--- src/rtl/change_dispenser_pkg.sv ---
// change_dispenser_pkg: shared widths, denominations, coin codes and FSM states.
package change_dispenser_pkg;
  localparam int AMT_W = 8;
  localparam logic [AMT_W-1:0] D0 = AMT_W'(1);
  localparam logic [AMT_W-1:0] D1 = AMT_W'(5);
  localparam logic [AMT_W-1:0] D2 = AMT_W'(10);
  localparam logic [AMT_W-1:0] D3 = AMT_W'(20);
  localparam logic [1:0] COIN_1 = 2'd0;
  localparam logic [1:0] COIN_5 = 2'd1;
  localparam logic [1:0] COIN_10 = 2'd2;
  localparam logic [1:0] COIN_20 = 2'd3;
  typedef enum logic [2:0] {IDLE, SELECT, OFFER, DONE, ERROR} state_t;
  function automatic logic [AMT_W-1:0] coin_val(input logic [1:0] idx);
    return idx == COIN_20 ? D3 : idx == COIN_10 ? D2 : idx == COIN_5 ? D1 : D0;
  endfunction
endpackage

--- src/rtl/change_dispenser_coin_select.sv ---
// coin_select: greedy largest-first pick among non-empty tubes that fit remain.
module coin_select
  import change_dispenser_pkg::*;
(
  input  logic [AMT_W-1:0] remain,
  input  logic [3:0]       coin_empty,
  output logic             found,
  output logic [1:0]       idx
);
  logic [3:0] ok;
  always_comb begin
    for (int i = 0; i < 4; i++) ok[i] = !coin_empty[i] && (coin_val(2'(i)) <= remain);
    found = |ok;
    idx = ok[3] ? COIN_20 : ok[2] ? COIN_10 : ok[1] ? COIN_5 : COIN_1;
  end
endmodule

--- src/rtl/change_dispenser.sv ---
// change_dispenser: pays out change one coin per valid/ready handshake to the hopper.
module change_dispenser
  import change_dispenser_pkg::*;
(
  input  logic             clk,
  input  logic             rst,
  input  logic             start,
  input  logic [AMT_W-1:0] amount,
  input  logic [3:0]       coin_empty,
  input  logic             hopper_ready,
  input  logic             clr,
  output logic             coin_valid,
  output logic [1:0]       coin_type,
  output logic             busy,
  output logic             done,
  output logic             err,
  output logic [AMT_W-1:0] remain,
  output logic [AMT_W-1:0] coin_cnt
);
  state_t state_q, state_d;
  logic coin_valid_q, coin_valid_d, done_q, done_d, err_q, err_d;
  logic [1:0] coin_type_q, coin_type_d;
  logic [AMT_W-1:0] remain_q, remain_d, coin_cnt_q, coin_cnt_d;
  logic found;
  logic [1:0] idx;

  coin_select u_sel (.remain(remain_q), .coin_empty(coin_empty), .found(found), .idx(idx));

  always_comb begin
    state_d = state_q;
    coin_valid_d = coin_valid_q;
    coin_type_d = coin_type_q;
    done_d = 1'b0;
    err_d = err_q;
    remain_d = remain_q;
    coin_cnt_d = coin_cnt_q;
    case (state_q)
      IDLE: if (start) begin
        remain_d = amount;
        coin_cnt_d = '0;
        state_d = SELECT;
      end
      SELECT: if (remain_q == '0) begin
        done_d = 1'b1;
        state_d = DONE;
      end else if (found) begin
        coin_type_d = idx;
        coin_valid_d = 1'b1;
        state_d = OFFER;
      end else begin
        err_d = 1'b1;
        state_d = ERROR;
      end
      // selection guaranteed the coin fits, so this cannot underflow
      OFFER: if (hopper_ready) begin
        remain_d = remain_q - coin_val(coin_type_q);
        coin_cnt_d = coin_cnt_q + 1'b1;
        coin_valid_d = 1'b0;
        state_d = SELECT;
      end
      DONE: state_d = IDLE;
      ERROR: if (clr) begin
        err_d = 1'b0;
        state_d = IDLE;
      end
      default: state_d = IDLE;
    endcase
  end

  always_ff @(posedge clk or posedge rst) begin
    if (rst) begin
      state_q <= IDLE;
      coin_valid_q <= 1'b0;
      coin_type_q <= '0;
      done_q <= 1'b0;
      err_q <= 1'b0;
      remain_q <= '0;
      coin_cnt_q <= '0;
    end else begin
      state_q <= state_d;
      coin_valid_q <= coin_valid_d;
      coin_type_q <= coin_type_d;
      done_q <= done_d;
      err_q <= err_d;
      remain_q <= remain_d;
      coin_cnt_q <= coin_cnt_d;
    end
  end

  assign coin_valid = coin_valid_q;
  assign coin_type = coin_type_q;
  assign busy = state_q != IDLE;
  assign done = done_q;
  assign err = err_q;
  assign remain = remain_q;
  assign coin_cnt = coin_cnt_q;
endmodule

--- config.mk ---
export PLATFORM = sky130hd
export DESIGN_NAME = change_dispenser
export DESIGN_NICKNAME = d
export VERILOG_FILES = /design/src/rtl/change_dispenser_pkg.sv /design/src/rtl/change_dispenser_coin_select.sv /design/src/rtl/change_dispenser.sv
export SDC_FILE = /design/constraint.sdc
export NUM_CORES = 1
export LEC_CHECK = 0
export BUFFER_PORTS_ARGS = -buffer_cell sky130_fd_sc_hd__buf_2
export CORE_MARGIN = 2
export CORE_UTILIZATION = 59
export CTS_BUF_LIST = sky130_fd_sc_hd__clkbuf_8
export CTS_CLUSTER_DIAMETER = 150
export DETAILED_ROUTE_END_ITERATION = 12
export PLACE_DENSITY = 0.86
export SLEW_MARGIN = 20
export SYNTH_ARGS = -nofsm -noshare
export SYNTH_HDL_FRONTEND = slang
export SYNTH_SLANG_ARGS = --single-unit
--- constraint.sdc ---
create_clock -name clk -period 3.3 [get_ports clk]
set_input_delay 0.495 -clock clk [delete_from_list [all_inputs] [get_ports clk]]
set_output_delay 0.495 -clock clk [all_outputs]
set_load 0.01 [all_outputs]
# Word level (Yosys, flattened, before mapping)

Cells that the tools add are included.

Flip-flop bits (word level): 24
Input port bits: 17
Output and inout bits: 22

$add $sub $neg: 2
Magnitude comparators: 4
Equality and inequality tests: 12
Mux-type cells: 28
Bitwise operators: 1
Reduce and logical (&&, ||, !) cells: 20

Operator list:

| kind                | count |
|---|---|
| $mux 8              | 4 |
| $pmux 8 s2          | 2 |
| $mux 3              | 6 |
| $ne 2x2->1 const B  | 6 |
| $pmux 3 s4          | 1 |
| $mux 1              | 9 |
| $reduce_and 3->1    | 3 |
| $add 8x1->8 const B | 1 |
| $le 1x8->1 const A  | 1 |
| $le 3x8->1 const A  | 1 |
| $le 4x8->1 const A  | 1 |
| $le 5x8->1 const A  | 1 |
| $logic_not 8->1     | 1 |
| $reduce_and 4->1    | 2 |
| $sub 8x5->8         | 1 |
| $reduce_bool 2->1   | 3 |
| $mux 5              | 1 |
| $eq 2x2->1 const B  | 2 |
| $logic_and 1x1->1   | 4 |
| $logic_not 1->1     | 4 |
| $mux 2              | 2 |
| $mux 4              | 1 |
| $pmux 1 s2          | 2 |
| $reduce_or 4->1     | 1 |
| 7 further kinds     | 7 |

# Depth between registers and ports, before layout

Gate-level depths: netlist of the first run.

Depth in word-level cells: 7
Depth in mapped cells: 9
Mapped depth without buffers: 9

# Modules after synthesis

A second synthesis of the first run with hierarchy kept.

Cells, all modules: 177
Area, all modules: 1540.2 µm²

Modules (own cells, without submodules):

| module           | instances | cells each | area an instance (µm²) | seq. area each (µm²) |
|---|---|---|---|---|
| change_dispenser | 1         | 153        | 1375.1                 | 600.6 |
| coin_select      | 1         | 24         | 165.2                  | 0.0 |

# Worst setup path before layout of the first run

No wires, ideal clock.

Path kind: reg-to-reg
Start: register remain_q[1] (netlist: remain[1])
End: register coin_type_q[0] (netlist: coin_type[0])
Setup time: 0.128 ns
Arrival: 1.848 ns
Data required time: 3.172 ns
Setup slack: 1.325 ns
Cell stages (with the launch flop): 6
Buffers on the path: 0
Period minus slack after synthesis: 1.975 ns
Path through: dfrtp_1 -> or3b_4 -> a2111oi_4 -> o22ai_2 -> nand2_2 -> mux2_1

Longest elaborated chain between the ends: 5
Elaborated cells between the ends (all ways): 15
Classes of those cells: 4 x order compare; 3 x mux; 1 x bitwise; 7 x reduce/logical

RTL lines:

| element                | RTL line                           | RTL |
|---|---|---|
| start, declared        | change_dispenser.sv:23             | `logic [AMT_W-1:0] remain_q, remain_d, coin_cnt_q, coin_cnt_d;` |
| start signal, assigned | change_dispenser.sv:85             | `remain_q <= remain_d;` |
| $le 3x8->1             | change_dispenser_coin_select.sv:12 | `for (int i = 0; i < 4; i++) ok[i] = !coin_empty[i] && (coin_val(2'(i)) <= remain);` |
| $logic_and 1x1->1      | change_dispenser_coin_select.sv:12 |  |
| $mux 1                 | change_dispenser_coin_select.sv:14 | `idx = ok[3] ? COIN_20 : ok[2] ? COIN_10 : ok[1] ? COIN_5 : COIN_1;` |
| $mux 2 (2 in a row)    | change_dispenser_coin_select.sv:14 |  |
| end signal, assigned   | change_dispenser.sv:82             | `coin_type_q <= coin_type_d;` |
| end, declared          | change_dispenser.sv:22             | `logic [1:0] coin_type_q, coin_type_d;` |

Parallel ways exist; a longest one is shown, timed or not.
A chain may end at the register's enable or synchronous reset.

# Worst setup path after layout of the first run

Start: register state_q[1]
End: register coin_cnt_q[6] (netlist: coin_cnt[6])

Longest elaborated chain between the ends: 3
Elaborated cells between the ends (all ways): 7
Classes of those cells: 3 x eq/ne; 1 x mux; 3 x reduce/logical

RTL lines:

| element                                                                 | RTL line               | RTL |
|---|---|---|
| start, declared                                                         | change_dispenser.sv:20 | `state_t state_q, state_d;` |
| start signal, assigned                                                  | change_dispenser.sv:80 | `state_q <= state_d;` |
| $eq 3x2->1 / $logic_not 3->1 (equally long branches)                    | change_dispenser.sv:37 | `case (state_q)` |
| $ne 2x2->1 (no source line) / $reduce_bool 2->1 (equally long branches) | n/a                    |  |
| $reduce_and 3->1 (no source line)                                       | n/a                    |  |
| end signal, assigned                                                    | change_dispenser.sv:86 | `coin_cnt_q <= coin_cnt_d;` |
| end, declared                                                           | change_dispenser.sv:23 |  |

Parallel ways exist; a longest one is shown, timed or not.

==> metrics.md, run 1 <==
| Metric | Value |
|---|---|
| Post-CTS Resized | `0` |
| HP Class | `input port to flip-flop` |
| Die width | `56.0 um` |
| Pwr Density | `931 mW/mm2` |
| CTS tree | `done` |
| Synth cell types | `54` |
| Most common cell after layout, fill and taps aside | `buf_2` |
| Clk_lat worst skew | `270 ps` |
| Clock Skew | `9.21 ps` |
| Largest net degree at the start of global routing | `25` |
| Setup TNS | `0 ps` |
| CP top delay family | `simple AND/OR/NAND/NOR gates` |
| Final ANT Viol Nets | `0` |
| Register area | `601 um2` |
| Routed vias | `1,545` |
| Ratio of cells with drive above 1 in the final layout | `24.7%` |
| Setup ws final | `995 ps` |
| Port Buf Inserts | `38` |
| Worst-path maximum fanout | `22` |
| Cells after Synth | `183` |
| Number of antenna violations at the first check in global routing | `0` |
| WL final | `3.99 mm` |
| Worst-Margin Slew | `1010 ps` |
| Synth Flop Type | `dfrtp_1` |
| Postcts setup bufs | `0` |
| FILL cells | `215` |
| Setup crit end kind | `flip-flop` |
| Commonest cells after routing, fill and taps aside | `buf_2 (38), nand2_1 (30), dfrtp_1 (24), nor2_1 (14), o21ai_0 (12)` |
| Tmin final | `2300 ps` |
| Outcome | `completed` |
| Total global routing overflow | `0` |
| Register area share after synthesis | `37.6%` |
| WP data arrival | `2520 ps` |
| Final setup violation count | `0` |
| Die Span Y | `56.0 um` |
| Final Max Slew Viols | `0` |
| Wire per inst | `16.0 um` |
| Synthesized area | `0.00160 mm2` |
| Tcrit/Tclk final | `69.8%` |
| Syn-to-layout area delta | `16.7%` |
| Initial DRC count | `54` |
| IO Count | `39` |
| # hold bufs at CTS | `0` |
| Drt first pass iters | `4` |
| Maximum VDD drop | `680 uV` |
| Post-route DRC | `0` |
| Worst Path Required | `3520 ps` |
| Max clock buf depth | `2` |
| Post-DP HPWL | `2.93 mm` |
| Crit-path cells | `mux2i_1 > nand2b_1 > or4_1 > nand2_1 > a22o_1` |
| Synth async-reset ratio | `100%` |
| Diode count | `0` |
| Root Buffer | `clkbuf_8` |
| Leak pwr | `0.902 nW` |
| Syn nets | `207` |
| H-tree depth | `1` |
| RD Place Congestion | `0.860` |
| Clk sinks | `24` |
| Reg clk slew, reported paths | `90 ps` |
| Final Hold Vio Count | `0` |
| Crit path buf inv count | `0` |
| Synthesized area per cell | `8.73 um2` |
| Post-synth EDFFs | `0` |
| Wire length of the first global-routing pass | `6.54 mm` |
| Die Area | `0.00314 mm2` |
| Row count | `18` |
| Worst slew margin | `32.1%` |
| Core Util, Final | `73.9%` |
| YS warnings | `0` |
| Final net count | `244` |
| Vias per inst | `6.20` |
| DP Worst Slack | `1050 ps` |
| Initial Utilization | `63.3%` |
| Core Area | `0.00252 mm2` |
| Peak Freq | `434 MHz` |
| CP Launch Type | `flip-flop` |
| Max cap viols | `0` |
| Total power | `1.74 mW` |
| Max incr delay on CP | `680 ps` |
| CP max-delay cell | `dfrtp_1` |
| Gr usage total | `26.0%` |
| TritonCTS buffer count | `3` |
| Hold slack | `404 ps` |
| Area of the multi-input gates | `931 um2` |
| WS Path Type | `flip-flop to flip-flop` |
| Number of global-route vias before repair | `1,497` |
| Synthesis-stage register bit count | `24` |
| RSZ-0062 raised after global routing | `false` |
registers in the layout, summed over array words and instances (netlist names):
register,cells
remain,8
err,1
coin_type,2
state_q,3
coin_cnt,8
coin_valid,1
done,1
layer usage:
layer  up-vias  GRT usage, %  wire [um]
met2        54          45.5       2050
met4         0          4.76         32
li1        732             -          -
met3         6          4.88        205
met5         -             0          0
met1       753          33.7       1700
logic make-up after synthesis:
kind of cell / share of synthesized area [%]
xor+xnor: 1.64
simple gates: 25.7
compound gates: 22.3
mux: 2.66
fa+ha+maj: 5.95
flops: 37.6
buf+inv: 4.15
power breakdown:
group	switching, mW	internal (mW)	leakage, nW
clock	0.0977	0.162	0.0357
sequential	0.173	0.388	0.301
combinational	0.515	0.399	0.566
worst paths after layout:
check,start,endpoint,slack [ps],cells after the start
worst max-delay path,state_q[1],coin_cnt[6],1000,5
worst min-delay path,clr,state_q[2],400,2
worst max register to register,state_q[1],coin_cnt[6],1000,5
worst min register to register,coin_valid,coin_valid,490,2
max in group asynchronous,rst,coin_cnt[4],2320,2
min in group asynchronous,rst,state_q[2],410,2
synthesized netlist by cell type, drive strengths merged (4+ instances only):
cell type / n / area share, %
a21oi: 7 / 2.2
dfrtp: 24 / 38
ha: 6 / 4.7
inv: 9 / 2.1
nand2: 31 / 7.4
nand3: 6 / 1.9
nor2: 14 / 3.3
o21ai: 12 / 3.8
o22ai: 5 / 2.3
o31ai: 4 / 1.9
or3: 5 / 2.3
area by class of cell:
cell class | count | area share [%]
Clock buffer | 3 | 2.21
Tap cell | 30 | 2.01
Clock inverter | 1 | 1.61
Sequential cell | 24 | 32.2
Timing Repair Buffer | 38 | 10.2
Multi-Input combinational cell | 144 | 49.9
Inverter | 9 | 1.81
through the flow:
step	instances	area, um2
2_1_floorplan	183	1600
3_3_place_gp	245	1790
3_5_place_dp	245	1790
4_1_cts	249	1860
5_1_grt	249	1860
6_report	249	1860
No activity file was read; power rests on OpenSTA's default activity.
==> run 2: changes to the inputs <==
ABC_AREA = 1   (was unset)
CORE_UTILIZATION = 55   (was 59)
PLACE_DENSITY = 0.81   (was 0.86)
clock period = 2.3 ns   (was 3.3 ns; I/O delays follow)
==> run 2 against run 1 <==
- clock power increased by 43%
- cell count increased by 18%
- clock skew decreased by 6.6 ps
- via count increased by 0.97%
- hold slack got worse by 300 ps
- count of clock-buffer cells in the layout unchanged
- register-to-register slack got worse by 530 ps
- first-iteration DRC count increased by 7.4%
- die area increased by 8.9%
- synthesized area increased by 2.2%
- worst setup slack got worse by 530 ps
- critical path depth increased by 5
- critical path type unchanged
- critical endpoint is now remain[6]
==> metrics.md, run 2 <==
| Metric | Value |
|---|---|
| Met2 WL | `1.69 mm (-18%)` |
| YS warnings | `0 (unchanged)` |
| Outcome | `completed` |
| Worst Path Required | `2450 ps (-1070 ps)` |
| WS Path Type | `flip-flop to flip-flop` |
| WP data arrival | `1990 ps (-530 ps)` |
| Flop-to-flop setup slack | `470 ps (-530 ps)` |
| Max cap viols | `0 (unchanged)` |
| IO Count | `39 (unchanged)` |
| Setup crit end kind | `flip-flop` |
| Worst slew margin | `76.8% (+45 points)` |
| Largest net degree at the start of global routing | `25 (unchanged)` |
| WL final | `3.62 mm (-9.1%)` |
| RSZ-0062 raised after global routing | `false` |
| Final Max Slew Viols | `0 (unchanged)` |
| Maximum VDD drop | `898 uV (+32%)` |
| Post-CTS Resized | `0 (unchanged)` |
| Post-synth top area cell | `dfrtp_1` |
| Syn nets | `246 (+19%)` |
| Final ANT Viol Nets | `0 (unchanged)` |
| Placed cell area | `0.00185 mm2 (+2.9%)` |
| Crit path launch | `remain[0]` |
| Wire per inst | `12.4 um (-23%)` |
| Root Buffer | `clkbuf_8` |
| Tmin final | `1830 ps (-470 ps)` |
| Routed vias | `1,560 (+0.97%)` |
| Total global routing overflow | `0 (unchanged)` |
| Synth top cells by count | `nand2_1 (64), inv_1 (33), dfrtp_1 (24), nor2_1 (23), nand3_1 (14)` |
| Gr usage total | `23.3% (-2.7 points)` |
| Drt first pass iters | `4 (unchanged)` |
| CP Launch Type | `flip-flop` |
| Syn-to-layout area delta | `17.4%` |
| Worst Reg2Reg Path Length in Cells | `10 (+5)` |
| Placed Cells incl. Taps | `289 (+18%)` |
| Register area share after synthesis | `36.8% (-0.81 points)` |
| Initial Utilization | `58.7% (-4.6 points)` |
| Post-synthesis xor/xnor area fraction | `4.29% (+2.6 points)` |
| Final Hold Vio Count | `0 (unchanged)` |
| Synth cell types | `33 (-39%)` |
| Reg clk slew, reported paths | `90 ps (about the same)` |
| Peak Freq | `545 MHz (+26%)` |
| Hold slack | `108 ps (-296 ps)` |
| Crit path capture | `remain[6]` |
| Most frequent cell after synthesis | `nand2_1` |
| DP Worst Slack | `523 ps (-523 ps)` |
| Clk_lat worst skew | `260 ps (about the same)` |
| # hold bufs at CTS | `0 (unchanged)` |
| Postcts setup bufs | `0 (unchanged)` |
| Wire length of the first global-routing pass | `6.23 mm (-4.8%)` |
| Synth Area in Compound Gates | `10.2% (-12 points)` |
| Wl on met1 | `1.69 mm (-0.41%)` |
| Most common cell after layout, fill and taps aside | `nand2_1` |
| Synthesized area per cell | `7.36 um2 (-16%)` |
| Final net count | `287 (+18%)` |
| Die width | `58.5 um (+4.4%)` |
| H-tree depth | `1 (unchanged)` |
| Core Area | `0.00278 mm2 (+10%)` |
| Leak pwr | `1.06 nW (+17%)` |
| Synth top area share | `36.8% (-0.81 points)` |
| Synthesis-stage register bit count | `24 (unchanged)` |
| Tcrit/Tclk final | `79.8% (+9.9 points)` |
| Area contributors post-synth | `dfrtp_1 (37%), nand2_1 (15%), inv_1 (7.6%)` |
| WL met3 | `183 um (-11%)` |
| Die Area | `0.00342 mm2 (+8.9%)` |
| Post-synthesis simple-gate area fraction | `33.0% (+7.3 points)` |
| Port Buf Inserts | `38 (unchanged)` |
| Post-DP HPWL | `2.80 mm (-4.3%)` |
| Core Util, Final | `68.9% (-5.0 points)` |
| FILL cells | `242 (+13%)` |
| Clock Skew | `2.65 ps (-6.56 ps)` |
| Initial DRC count | `58 (+7.4%)` |
| Reg2reg end | `remain[6]` |
| Synth Flop Type | `dfrtp_1` |
| Worst-path maximum fanout | `4 (-82%)` |
| Post-synth EDFFs | `0 (unchanged)` |
| CTS tree | `done` |
| Final setup violation count | `0 (unchanged)` |
| Vias per inst | `5.32 (-14%)` |
| Clk sinks | `24 (unchanged)` |
| Final std cells w/o fill | `293 (+18%)` |
| Top sig layer | `met4` |
| Worst r2r src | `remain[0]` |
| Number of antenna violations at the first check in global routing | `0 (unchanged)` |
| Die Span Y | `58.5 um (+4.4%)` |
| Worst-Margin Slew | `345 ps (-666 ps)` |
| Number of global-route vias before repair | `1,440 (-3.8%)` |
| Max clock buf depth | `2 (unchanged)` |
| Ratio of cells with drive above 1 in the final layout | `20.6% (-4.0 points)` |
| Setup ws final | `465 ps (-530 ps)` |
| Commonest cells after routing, fill and taps aside | `nand2_1 (64), buf_2 (38), inv_1 (33), dfrtp_1 (24), nor2_1 (23)` |
| Cells after Synth | `222 (+21%)` |
| Diode count | `0 (unchanged)` |
| RD Place Congestion | `0.972 (+13%)` |
| HP Class | `input port to asynchronous set/reset pin` |
| Row count | `19 (+1)` |
| Synthesized area | `0.00163 mm2 (+2.2%)` |
| Final Cell Area | `0.00192 mm2 (+2.8%)` |
| Main combinational cell family by area after synthesis | `simple AND/OR/NAND/NOR gates` |
| Pwr Density | `1380 mW/mm2 (+48%)` |
| Post-synthesis adder-cell area fraction | `5.82% (-0.13 points)` |
| Total power | `2.64 mW (+52%)` |
| Setup TNS | `0 ps (unchanged)` |
| TritonCTS buffer count | `3 (unchanged)` |
| Post-route DRC | `0 (unchanged)` |
| Mux contribution to synthesized area | `0% (-2.7 points)` |
| Synth async-reset ratio | `100% (unchanged)` |
==> run 2: how the worst min path moves through the flow <==
stage                     from           end  slack (ps)  depth (start not counted)
after floorplan            rst   coin_cnt[0]         360                          1
after global placement     rst   coin_cnt[7]         400                          3
after detailed placement   rst          done         410                          3
after CTS                  rst          done         120                          3
after global routing       rst          done         140                          3
final                      rst  coin_type[0]         110                          3
==> run 2: routing by layer <==
| layer | up-vias | track usage (%) |
|---|---|---|
| met5 | - | 0 |
| met4 | 0 | 7.31 |
| met3 | 12 | 3.74 |
| met2 | 54 | 39.2 |
| met1 | 704 | 30.8 |
| li1 | 790 | - |
==> run 2: kinds of logic (layout without fill, tap and decap cells) <==
family / Yosys count / in the layout
fa+ha+maj: 7 / 7
flops: 24 / 24
simple gates: 119 / 119
buf+inv: 40 / 80
compound gates: 24 / 24
xor+xnor: 8 / 8
==> run 2: final cells by class <==
cell class | instances | area (um2) | share of cell area [%]
Clock buffer | 3 | 41.3 | 2.15
Clock inverter | 1 | 30.0 | 1.57
Inverter | 37 | 139 | 7.25
Multi-Input combinational cell | 158 | 870 | 45.4
Sequential cell | 24 | 601 | 31.3
Tap cell | 31 | 38.8 | 2.02
Timing Repair Buffer | 39 | 198 | 10.3
==> run 2: critical path, stage by stage, from the launching register on <==
cell     delay [ps]
dfrtp_1         380
inv_1           120
ha_1            160
inv_1            70
fa_1            430
nand3_1         110
nand3_1         100
nand2_1          90
a21oi_1          60
o21ai_1         130
o21ai_1          70
==> run 2: power by group <==
| part | internal, mW | total (mW) | switching [mW] |
|---|---|---|---|
| clock | 0.232 | 0.372 | 0.140 |
| sequential | 0.564 | 0.737 | 0.173 |
| combinational | 0.564 | 1.53 | 0.967 |
